`src/rtl/imm_encoder_pkg.sv`:
```
// Shared types and constants for the RV32I instruction encoder.
// Optional feature macro: IMM_ENC_CHECK_EN (immediate range/alignment checking).
package imm_encoder_pkg;

  localparam int DATA_W = 32;
  localparam int OPC_W  = 7;
  localparam int REG_W  = 5;
  localparam int F3_W   = 3;
  localparam int F7_W   = 7;

  // Immediate format selector; encodings above IMM_J_TYPE all behave as R-type.
  typedef enum logic [2:0] {
    IMM_I_TYPE = 3'd0,
    IMM_S_TYPE = 3'd1,
    IMM_B_TYPE = 3'd2,
    IMM_U_TYPE = 3'd3,
    IMM_J_TYPE = 3'd4,
    IMM_R_TYPE = 3'd5
  } imm_sel_t;

  typedef logic [DATA_W-1:0] imm_t;
  typedef logic [DATA_W-1:0] data_t;

  // One encode request as captured by the first pipeline stage.
  typedef struct packed {
    imm_sel_t           sel;
    logic [OPC_W-1:0]   opcode;
    logic [REG_W-1:0]   rd;
    logic [REG_W-1:0]   rs1;
    logic [REG_W-1:0]   rs2;
    logic [F3_W-1:0]    funct3;
    logic [F7_W-1:0]    funct7;
    imm_t               imm;
  } enc_req_t;

  // True when bits [31:lsb] of v are all equal, i.e. v is representable as a
  // sign-extended value whose sign bit sits at position lsb.
  function automatic logic fits_signed(input imm_t v, input int unsigned lsb);
    imm_t w_shifted;
    w_shifted = imm_t'($signed(v) >>> lsb);
    return (w_shifted == '0) || (w_shifted == '1);
  endfunction

endpackage

```
`src/rtl/imm_encoder_pack.sv`:
```
// Combinational immediate placement for each RV32I format plus the range flag.
// Optional feature macro: IMM_ENC_CHECK_EN (without it the range flag is 0).
module imm_pack
  import imm_encoder_pkg::*;
(
  input  imm_sel_t i_sel,
  input  imm_t     i_imm,
  output data_t    o_imm_bits,
  output logic     o_range_err
);

  // Scatter immediate bits into their instruction-word positions; other bits stay 0.
  always_comb begin
    o_imm_bits = '0;
    case (i_sel)
      IMM_I_TYPE: o_imm_bits[31:20] = i_imm[11:0];
      IMM_S_TYPE: begin
        o_imm_bits[31:25] = i_imm[11:5];
        o_imm_bits[11:7]  = i_imm[4:0];
      end
      IMM_B_TYPE: begin
        o_imm_bits[31]    = i_imm[12];
        o_imm_bits[30:25] = i_imm[10:5];
        o_imm_bits[11:8]  = i_imm[4:1];
        o_imm_bits[7]     = i_imm[11];
      end
      IMM_U_TYPE: o_imm_bits[31:12] = i_imm[31:12];
      IMM_J_TYPE: begin
        o_imm_bits[31]    = i_imm[20];
        o_imm_bits[30:21] = i_imm[10:1];
        o_imm_bits[20]    = i_imm[11];
        o_imm_bits[19:12] = i_imm[19:12];
      end
      default: o_imm_bits = '0;
    endcase
  end

`ifdef IMM_ENC_CHECK_EN
  // Flag immediates that do not fit the format or are misaligned branch/jump offsets.
  always_comb begin
    o_range_err = 1'b0;
    case (i_sel)
      IMM_I_TYPE, IMM_S_TYPE: o_range_err = !fits_signed(i_imm, 11);
      IMM_B_TYPE:             o_range_err = !fits_signed(i_imm, 12) || i_imm[0];
      IMM_U_TYPE:             o_range_err = (i_imm[11:0] != 12'd0);
      IMM_J_TYPE:             o_range_err = !fits_signed(i_imm, 20) || i_imm[0];
      default:                o_range_err = 1'b0;
    endcase
  end
`else
  assign o_range_err = 1'b0;
`endif

endmodule

```
`src/rtl/imm_encoder.sv`:
```
// RV32I instruction encoder: two-stage valid/ready pipeline packing decoded
// fields and an immediate into an instruction word, with saturating statistics.
// Optional feature macro: IMM_ENC_CHECK_EN (err_o / err_cnt_o active when defined).
module imm_encoder
  import imm_encoder_pkg::*;
#(
  parameter int XLEN  = 32,
  parameter int CNT_W = 16
) (
  input  logic             clk,
  input  logic             rst,
  input  logic             in_valid_i,
  output logic             in_ready_o,
  input  imm_sel_t         imm_sel_i,
  input  logic [OPC_W-1:0] opcode_i,
  input  logic [REG_W-1:0] rd_i,
  input  logic [REG_W-1:0] rs1_i,
  input  logic [REG_W-1:0] rs2_i,
  input  logic [F3_W-1:0]  funct3_i,
  input  logic [F7_W-1:0]  funct7_i,
  input  logic [XLEN-1:0]  imm_i,
  output logic             out_valid_o,
  input  logic             out_ready_i,
  output logic [XLEN-1:0]  instr_o,
  output logic             err_o,
  output logic [CNT_W-1:0] enc_cnt_o,
  output logic [CNT_W-1:0] err_cnt_o
);

  enc_req_t   w_req;
  enc_req_t   r_s1_req;
  logic       r_s1_valid;
  logic       r_s2_valid;
  data_t      r_s2_instr;
  logic       r_s2_err;
  logic       w_s2_load;
  logic       w_accept;
  logic       w_out_fire;
  data_t      w_imm_bits;
  data_t      w_word;
  logic       w_range_err;
  logic [CNT_W-1:0] r_enc_cnt;

  // S2 can take a word when empty or draining; S1 drains into it under the same condition.
  assign w_s2_load  = !r_s2_valid || out_ready_i;
  assign in_ready_o = !r_s1_valid || w_s2_load;
  assign w_accept   = in_valid_i && in_ready_o;
  assign w_out_fire = r_s2_valid && out_ready_i;

  // Gather the request fields into one record.
  always_comb begin
    w_req        = '0;
    w_req.sel    = imm_sel_i;
    w_req.opcode = opcode_i;
    w_req.rd     = rd_i;
    w_req.rs1    = rs1_i;
    w_req.rs2    = rs2_i;
    w_req.funct3 = funct3_i;
    w_req.funct7 = funct7_i;
    w_req.imm    = imm_t'(imm_i);
  end

  // Stage 1: capture an accepted request, otherwise empty out when S2 takes it.
  always_ff @(posedge clk or posedge rst) begin
    if (rst) begin
      r_s1_valid <= 1'b0;
      r_s1_req   <= '0;
    end else if (w_accept) begin
      r_s1_valid <= 1'b1;
      r_s1_req   <= w_req;
    end else if (w_s2_load) begin
      r_s1_valid <= 1'b0;
    end
  end

  imm_pack u_imm_pack (
    .i_sel       (r_s1_req.sel),
    .i_imm       (r_s1_req.imm),
    .o_imm_bits  (w_imm_bits),
    .o_range_err (w_range_err)
  );

  // Place the non-immediate fields that each format carries, then merge the immediate.
  always_comb begin
    w_word      = '0;
    w_word[6:0] = r_s1_req.opcode;
    case (r_s1_req.sel)
      IMM_I_TYPE: begin
        w_word[11:7]  = r_s1_req.rd;
        w_word[14:12] = r_s1_req.funct3;
        w_word[19:15] = r_s1_req.rs1;
      end
      IMM_S_TYPE, IMM_B_TYPE: begin
        w_word[14:12] = r_s1_req.funct3;
        w_word[19:15] = r_s1_req.rs1;
        w_word[24:20] = r_s1_req.rs2;
      end
      IMM_U_TYPE, IMM_J_TYPE: w_word[11:7] = r_s1_req.rd;
      default: begin
        w_word[11:7]  = r_s1_req.rd;
        w_word[14:12] = r_s1_req.funct3;
        w_word[19:15] = r_s1_req.rs1;
        w_word[24:20] = r_s1_req.rs2;
        w_word[31:25] = r_s1_req.funct7;
      end
    endcase
    w_word = w_word | w_imm_bits;
  end

  // Stage 2: load when empty or draining; the word is held stable under backpressure.
  always_ff @(posedge clk or posedge rst) begin
    if (rst) begin
      r_s2_valid <= 1'b0;
      r_s2_instr <= '0;
      r_s2_err   <= 1'b0;
    end else if (w_s2_load) begin
      r_s2_valid <= r_s1_valid;
      if (r_s1_valid) begin
        r_s2_instr <= w_word;
        r_s2_err   <= w_range_err;
      end
    end
  end

  // Count delivered words, sticking at the all-ones value.
  always_ff @(posedge clk or posedge rst) begin
    if (rst) begin
      r_enc_cnt <= '0;
    end else if (w_out_fire && (r_enc_cnt != '1)) begin
      r_enc_cnt <= r_enc_cnt + 1'b1;
    end
  end

`ifdef IMM_ENC_CHECK_EN
  logic [CNT_W-1:0] r_err_cnt;

  // Count delivered words flagged as out of range, sticking at the all-ones value.
  always_ff @(posedge clk or posedge rst) begin
    if (rst) begin
      r_err_cnt <= '0;
    end else if (w_out_fire && r_s2_err && (r_err_cnt != '1)) begin
      r_err_cnt <= r_err_cnt + 1'b1;
    end
  end

  assign err_cnt_o = r_err_cnt;
`else
  assign err_cnt_o = '0;
`endif

  assign out_valid_o = r_s2_valid;
  assign instr_o     = XLEN'(r_s2_instr);
  assign err_o       = r_s2_err;
  assign enc_cnt_o   = r_enc_cnt;

endmodule
```
`config.mk`:
```
export PLATFORM = sky130hd
export DESIGN_NAME = imm_encoder
export DESIGN_NICKNAME = d
export VERILOG_FILES = /design/src/rtl/imm_encoder_pkg.sv /design/src/rtl/imm_encoder_pack.sv /design/src/rtl/imm_encoder.sv
export SDC_FILE = /design/constraint.sdc
export NUM_CORES = 1
export LEC_CHECK = 0
export CORE_MARGIN = 10
export CORE_UTILIZATION = 44
export DETAILED_ROUTE_END_ITERATION = 6
export HOLD_SLACK_MARGIN = 0.03
export PLACE_DENSITY = 0.87
export SKIP_CTS_REPAIR_TIMING = 1
export SYNTH_ARGS = -nofsm -noshare
export SYNTH_HDL_FRONTEND = slang
export SYNTH_HIERARCHICAL = 1
export SYNTH_SLANG_ARGS = --single-unit
```
`constraint.sdc`:
```
create_clock -name clk -period 3.55 [get_ports clk]
set_input_delay 0.71 -clock clk [delete_from_list [all_inputs] [get_ports clk]]
set_output_delay 0.71 -clock clk [all_outputs]
set_load 0.01 [all_outputs]
```
==> Word level (Yosys, flattened, before mapping) <==
Index checks and enable logic that the tools add are counted.
Widths: inputs -> output; s select.
{ "classes": {"n_mux": 10, "n_reduce_logical": 15, "addsub": 1, "eq_ne": 5, "bitwise": 1} }
{ "op_table": {"columns": ["op", "count"], "rows": [
  ["$or 32x32->32", 1],
  ["$pmux 7 s4", 1],
  ["$add 16x1->16 const B", 1],
  ["$mux 8", 2],
  ["$ne 16x16->1 const B", 1],
  ["$pmux 5 s3", 1],
  ["$mux 5", 2],
  ["$pmux 5 s2", 1],
  ["$mux 7", 1],
  ["$eq 3x2->1 const B", 2],
  ["$reduce_or 2->1", 3],
  ["$reduce_or 5->1", 1],
  ["$eq 3x1->1 const B", 1],
  ["$eq 3x3->1 const B", 1],
  ["$logic_and 1x1->1", 3],
  ["$logic_not 3->1", 1],
  ["$reduce_or 3->1", 1],
  ["$logic_not 1->1", 2],
  ["$logic_or 1x1->1", 2],
  ["$mux 1", 2],
  ["$reduce_and 2->1", 1],
  ["$reduce_bool 2->1", 1]
]} }
{ "word_totals": {"register_bits": 117, "out_inout_bits": 67, "elab_cells": 44} }

==> Logic depth before layout (Yosys ltp) <==
Gate-level depths: netlist of run 1.
{ "logic_depth": {"word_depth": 5, "depth_mapped": 7} }

==> Hierarchy <==
The synthesis of run 1 kept the hierarchy.
{ "by_module_without_submodules": {"columns": ["module", "cells_each", "n_inst", "area_per_inst_um2"], "rows": [
  ["imm_encoder", 388, 1, 4843.4],
  ["imm_pack", 55, 1, 417.9]
]} }

==> Worst setup path before layout of run 1 <==
OpenSTA, ideal clock, no wires.
{ "synth_path": {"path_kind": "input -> register", "from": "input port out_ready_i", "to": "register r_s1_req[0] (netlist bit)", "arrival_time_ps": 1853, "path_slack_ps": 1572, "required_time_ps": 3425, "n_path_buf": 2, "cell_stages": 5, "path_cell_list": "nand3b_1 -> nand2_1 -> buf_2 -> buf_2 -> mux2_2"} }
{ "synth_between": {"elab_chain_len": 3} }
{ "synth_lines": {"columns": ["item", "line", "source"], "rows": [
  ["start, declared", "imm_encoder.sv:23", "input logic out_ready_i,"],
  ["$logic_or 1x1->1", "imm_encoder.sv:45", "assign w_s2_load = !r_s2_valid || out_ready_i;"],
  ["$logic_or 1x1->1", "imm_encoder.sv:46", "assign in_ready_o = !r_s1_valid || w_s2_load;"],
  ["$logic_and 1x1->1", "imm_encoder.sv:47", "assign w_accept = in_valid_i && in_ready_o;"],
  ["end signal, assigned", "imm_encoder.sv:70", "r_s1_req <= w_req;"],
  ["end, declared", "imm_encoder.sv:31", "enc_req_t r_s1_req;"]
]} }
No other way between the ends.
A chain may end at the register's enable or synchronous reset.

==> Worst setup path in the final report of run 1 <==
{ "layout_path": {"from": "input port out_ready_i", "to": "output port in_ready_o"} }
{ "layout_between": {"elab_chain_len": 2} }
{ "layout_lines": {"columns": ["item", "line", "source"], "rows": [
  ["$logic_or 1x1->1", "imm_encoder.sv:45", null],
  ["$logic_or 1x1->1", "imm_encoder.sv:46", null],
  ["end, declared", "imm_encoder.sv:13", "output logic in_ready_o,"]
]} }
No other way between the ends.

==> results.ini, run 1 <==
[run_status]
outcome = completed

[sta]
finalMaxSlewViolations = 0
tightest_slew_ns = 0.8272
grt_setup_unrepaired = no
setup_tns_ns = 0
max_freq_mhz = 367.6
fin_crit_sh = 0.7663
hold_viol = 0
setup_viol = 0
finalCriticalPeriod_ns = 2.720
relSlewSlack = 0.4466
clock_skew_ns = 0.01241

[clock_tree]
clockBufferDepth = 2
cts_tree = yes
clkTransAtPathRegs_ns = 0.05
worstSkewPairLatency_ns = 0.41
root_buffer = clkbuf_16
numCtsBuffers = 17
cts-htree-levels = 4
cts.sinks = 118

[die]
die_area_sq_mm = 0.01673
coreArea_sq_mm = 0.01156
die_y_microns = 129.4
top_level_ports = 138
initial_core_util = 0.4549
die_w_microns = 129.4
row_count = 39

[global_route]
grt_pass1_vias = 3937
met1_usage = 0.1739
grtUsageMet2 = 0.2536
grt_max_degree = 119
use_met3 = 0.06199
grt_pass1_wl_microns = 20020
grtUsageTotal = 0.1520
busiest_layer = met2
overflow = 0
antenna_found_initial = 0

[layout]
nets = 633
diodes = 0
fill_cells = 906
drive_above_1_share = 0.2021
area_delta_synth_final_pct = 34.70

[pwr]
pwr_density_cell_mw_per_mm2 = 633.9
seqPwrFrac = 0.403
p_comb_frac = 0.216
swShare = 0.2826
total_power_w = 0.004492
p_leak_nw = 3.013
ir_worst_vdd_mv = 0.3519
internal-power_w = 0.003223
switchingPower_w = 0.001269
clkPwrFrac = 0.381

[yosys]
synthMuxAreaShare = 0.1520
ys_top_cells_by_area = dfrtp_1, mux2_2, buf_4
ys_top_cells_by_count = dfrtp_1, mux2_2, nand2_1
netlist-cell-type-count = 43
yosysWarnings = 6
syn_area_sq_mm = 0.005261
synth_compound_area_frac = 0.08799
synth_top_flop_cell = dfrtp_1
yosysMostFrequentCell = dfrtp_1
synth_cells = 443
synth.avg_cell_area_sq_um = 11.88
synth_top_area_share = 0.5612
ys_seq_elements = 118
yosys.area_share.xor_xnor = 0.02164
synth-seq-area-share = 0.5612
synth-adder-area-share = 0.002378
async_reset_ff_frac = 1.000
yosysTopAreaCell = dfrtp_1
synthSimpleGateAreaFrac = 0.1130
synth_edf_count = 0
synth_top_family_by_area = multiplexers

[run]
cap_viol_max_count = 0

[setup_path]
r2r-start = enc_cnt_o[0]
cp.arrival_ns = 2.01
reg2reg_depth = 5
cp-end-kind = primary output
reg2reg_slack_ns = 1.59
r2r-end = enc_cnt_o[14]
crit_path_start = out_ready_i
crit_fanout = 5
crit_path_end = in_ready_o
start_kind = primary input
crit_type = primary input to primary output
cp.required_ns = 2.84

[drt]
drc = 0
vias_per_cell = 5.265
drt-initial-drc-count = 374
post_drt_wl_per_cell_microns = 17.80
drt-pass1-iter-count = 4
routed_wl_microns = 12770
via_count = 3775
ant_nets = 0

[min_path]
min_path_type = flop to flop

[place]
hpwl_microns = 9141
gp_congestion = 0.7974
numPortBuffers = 121

layout make-up:
type	count	area, sq um	area share
well taps	143	178.9	0.02525
multi-input cells	296	2078	0.2933
repair buffers	124	1259	0.1776
flip-flops and latches	118	2953	0.4167
clock inverters	13	146.4	0.02066
clock buffers	19	452.9	0.06391
inverters	4	18.77	0.002648
worst max-delay path, stage by stage:
cell             delay (ns)
clkdlybuf4s50_1        0.55
nand3b_1               0.19
clkdlybuf4s50_1        0.57
metal layers:
layer,vias up,share of wire
li1,1748,-
met2,137,0.50
met4,0,0.012
met5,-,0
met3,15,0.080
met1,1875,0.41
flip-flops by register name (all words and copies together) (netlist names):
| name | cells |
|---|---|
| r_s1_req | 67 |
| instr_o | 32 |
| enc_cnt_o | 16 |
| err_o | 1 |
| out_valid_o | 1 |
| r_s1_valid | 1 |
worst min path at each step:
stage                  endpoint  slack (ns)         from  depth (start not counted)
CTS                  instr_o[0]        0.48   instr_o[0]                          2
floorplan           out_valid_o        0.46   r_s1_valid                          1
global route        instr_o[29]        0.51  instr_o[29]                          2
global placement     instr_o[0]        0.46   instr_o[0]                          2
detailed placement   instr_o[0]        0.47   instr_o[0]                          2
finish              instr_o[12]        0.48  instr_o[12]                          2
cell families (layout without fill, tap and decap cells):
logic type | after synthesis | after routing
DFF | 118 | 118
and+or+nand+nor | 110 | 110
AOI/OAI and AO/OA | 77 | 77
muxes | 71 | 71
buffers and inverters | 51 | 160
xor gates and xnor gates | 13 | 13
other | 2 | 24
adders and majority gates | 1 | 1
power groups by stage:
stage | Sequential [W] | Combinational (W) | Clock, W
6_report | 0.00181 | 0.000971 | 0.00171
5_1_grt | 0.00185 | 0.00106 | 0.00180
4_1_cts | 0.00181 | 0.000986 | 0.00173
3_5_place_dp | 0.00183 | 0.000981 | 0
3_3_place_gp | 0.00182 | 0.000951 | 0
2_1_floorplan | 0.00183 | 0.000482 | 0
cells in the final DEF, fill, tap and decap left out, drive strengths merged, types with 2 or more instances in the layout:
cell           Yosys  routed
nand2b             5       5
or2                3       3
xor2              10      10
and2               5       5
xnor2              3       3
a22o               7       7
buf               37       3
inv                4       6
dfrtp            118     118
clkinvlp           0       3
mux2              71      71
nand3              6       6
o21a               2       2
clkinv             0       6
conb               2      24
bufinv             0       2
o21ai             33      33
nand2             40      40
nor2b              9       9
nand4              5       5
a21oi             14      14
nor4               8       8
clkbuf            10      19
clkdlybuf4s50      0     121
a31oi             14      14
nor3b              2       2
nor3               4       4
nand3b             4       4
nor2              16      16
a32o               4       4
per-stage QoR:
stage	setup slack, ns	instances	utilization	hold slack [ns]	area (sq um)
CTS	0.8331	717	0.6128	0.4824	7087
floorplan	1.399	465	-	0.4572	5348
global placement	0.8679	685	0.5610	0.4637	6487
finish	0.8296	717	0.6128	0.4761	7087
global route	0.7787	717	0.6128	0.5071	7087
detailed placement	0.8449	685	0.5610	0.4710	6487
(Power assumes the default switching activity.)
==> run 2: changes to the inputs <==
--- a/config.mk
+++ b/config.mk
@@ -6,10 +6,10 @@
 export NUM_CORES = 1
 export LEC_CHECK = 0
 export CORE_MARGIN = 10
-export CORE_UTILIZATION = 44
+export CORE_UTILIZATION = 49
 export DETAILED_ROUTE_END_ITERATION = 6
 export HOLD_SLACK_MARGIN = 0.03
-export PLACE_DENSITY = 0.87
+export PLACE_DENSITY = 0.91
 export SKIP_CTS_REPAIR_TIMING = 1
 export SYNTH_ARGS = -nofsm -noshare
 export SYNTH_HDL_FRONTEND = slang
==> constraint.sdc (replaced) <==
create_clock -name clk -period 2.55 [get_ports clk]
set_input_delay 0.51 -clock clk [delete_from_list [all_inputs] [get_ports clk]]
set_output_delay 0.51 -clock clk [all_outputs]
set_load 0.01 [all_outputs]
==> run 2 against run 1 <==
- flip-flop and latch count unchanged
- count of clock-buffer cells in the layout rose by 5
- register-to-register slack got worse by 0.90 ns
- utilization up 6.1 points
- critical path type unchanged
- critical endpoint unchanged
- largest cell class unchanged
==> results.ini, run 2 (synthesis results as in run 1) <==
[run_status]
outcome = completed  ; unchanged

[sta]
fin_crit_sh = 0.9068
max_freq_mhz = 432.5
setup_tns_ns = 0  ; unchanged
tightest_slew_ns = 0.6590  ; was 0.8272 ns
holdWs_ns = 0.4767  ; was 0.4761 ns
hold_viol = 0  ; unchanged
setup_ws_ns = 0.2376  ; was 0.8296 ns
relSlewSlack = 0.5566  ; was 0.4466
setup_viol = 0  ; unchanged
grt_setup_unrepaired = no  ; unchanged
finalMaxSlewViolations = 0  ; unchanged
clock_skew_ns = 0.007678  ; was 0.01241 ns
finalCriticalPeriod_ns = 2.312

[run]
cap_viol_max_count = 0  ; unchanged

[setup_path]
cp.required_ns = 2.04  ; was 2.84 ns
cp-end-kind = primary output  ; unchanged
crit_type = primary input to primary output  ; unchanged
crit_fanout = 5  ; unchanged
cp.arrival_ns = 1.80  ; was 2.01 ns
reg2reg_slack_ns = 0.69  ; was 1.59 ns
start_kind = primary input  ; unchanged

[die]
row_count = 37  ; was 39
die_w_microns = 123.6  ; was 129.4 microns
die_area_sq_mm = 0.01528  ; was 0.01673 sq mm
top_level_ports = 138  ; unchanged
initial_core_util = 0.5051  ; was 0.4549
coreArea_sq_mm = 0.01042  ; was 0.01156 sq mm
die_y_microns = 123.6  ; was 129.4 microns

[drt]
routed_wl_microns = 12690  ; was 12770 microns
post_drt_wl_per_cell_microns = 17.87  ; was 17.80 microns
drt-initial-drc-count = 328  ; was 374
ant_nets = 0  ; unchanged
drc = 0  ; unchanged
drt-pass1-iter-count = 4  ; unchanged
via_count = 3738  ; was 3775
vias_per_cell = 5.265  ; about the same

[layout]
largest_reg_flops = 67  ; unchanged
largest_register = r_s1_req  ; unchanged
diodes = 0  ; unchanged
final_cell_mix = clkdlybuf4s50_1, dfrtp_1, mux2_2, nand2_1, o21ai_0  ; unchanged
layout_commonest_cell = clkdlybuf4s50_1  ; unchanged
area_delta_synth_final_pct = 33.46  ; was 34.70%
nets = 636  ; was 633
drive_above_1_share = 0.1951  ; was 0.2021

[place]
gp_congestion = 0.8292  ; was 0.7974
numPortBuffers = 121  ; unchanged
place_worst_setup_slack_ns = 0.2511  ; was 0.8449 ns
hpwl_microns = 9222  ; was 9141 microns

[clock_tree]
cts_tree = yes  ; unchanged
worstSkewPairLatency_ns = 0.50  ; was 0.41 ns
clockBufferDepth = 2  ; unchanged
root_buffer = clkbuf_8  ; was clkbuf_16
numCtsBuffers = 17  ; unchanged
clkTransAtPathRegs_ns = 0.05  ; about the same
cts-htree-levels = 4  ; unchanged
cts.sinks = 118  ; unchanged

[pwr]
ir_worst_vdd_mv = 0.4495  ; was 0.3519 mV
p_leak_nw = 2.997  ; was 3.013 nW
pwr_density_cell_mw_per_mm2 = 851.3  ; was 633.9 mW/mm^2
total_power_w = 0.005978  ; was 0.004492 W

[min_path]
min_path_type = flop to flop  ; unchanged

[global_route]
antenna_found_initial = 0  ; unchanged
grt_max_degree = 119  ; unchanged
grt_pass1_wl_microns = 20430  ; was 20020 microns
grt_pass1_vias = 4066  ; was 3937
grtUsageTotal = 0.1723  ; was 0.1520
overflow = 0  ; unchanged

-- run 2: cell types whose count changed in the layout (fill, tap and decap cells not counted), sizes merged --
| cell | previous run | this run |
|---|---|---|
| clkinv | 6 | 4 |
| clkbuf | 19 | 24 |
| buf | 3 | 6 |
| bufinv | 2 | 1 |
| inv | 6 | 3 |
| clkinvlp | 3 | 1 |
-- run 2: area by class of cell --
cell class | instances | area (sq um)
fillers | 755 | 3395
flip-flops and latches | 118 | 2953
multi-input cells | 296 | 2078
repair buffers | 127 | 1281
clock buffers | 24 | 470.5
well taps | 136 | 170.2
clock inverters | 5 | 50.05
inverters | 4 | 18.77
-- run 2: report_power, final --
group | internal, W | leakage [nW] | switching [W] | total, W
registers | 0.00222 | 1.41 | 0.000297 | 0.00252
logic | 0.000770 | 1.33 | 0.000588 | 0.00136
clock network | 0.00134 | 0.260 | 0.000755 | 0.00210
total | 0.00434 | 3.00 | 0.00164 | 0.00598
-- run 2: layer usage --
metal / up-vias / wire length, microns / global-route usage
met2: 123 / 6455 / 0.2967
met3: 16 / 1009 / 0.06018
met4: 0 / 185 / 0.05895
li1: 1751 / - / -
met5: - / 0 / 0
met1: 1848 / 5036 / 0.1951
-- run 2: final timing paths --
| kind | to | cells past startpoint | from |
|---|---|---|---|
| min | instr_o[9] | 2 | instr_o[9] |
| max reg2reg | instr_o[31] | 5 | r_s1_req[64] |
| max | in_ready_o | 3 | out_ready_i |
| max in group asynchronous | enc_cnt_o[10] | 3 | rst |
| min in group asynchronous | instr_o[5] | 3 | rst |
| min reg2reg | instr_o[9] | 2 | instr_o[9] |
-- run 2: per-stage QoR --
step,cell area (sq um),instances,util
floorplan,5348,465,-
global placement,6501,681,0.6241
detailed placement,6501,681,0.6241
CTS,7022,710,0.6741
global route,7022,710,0.6741
finish,7022,710,0.6741
-- run 2: worst max-delay path: stages --
cell and delay, ns:
clkdlybuf4s50_1 0.54, nand3b_1 0.19, clkdlybuf4s50_1 0.56
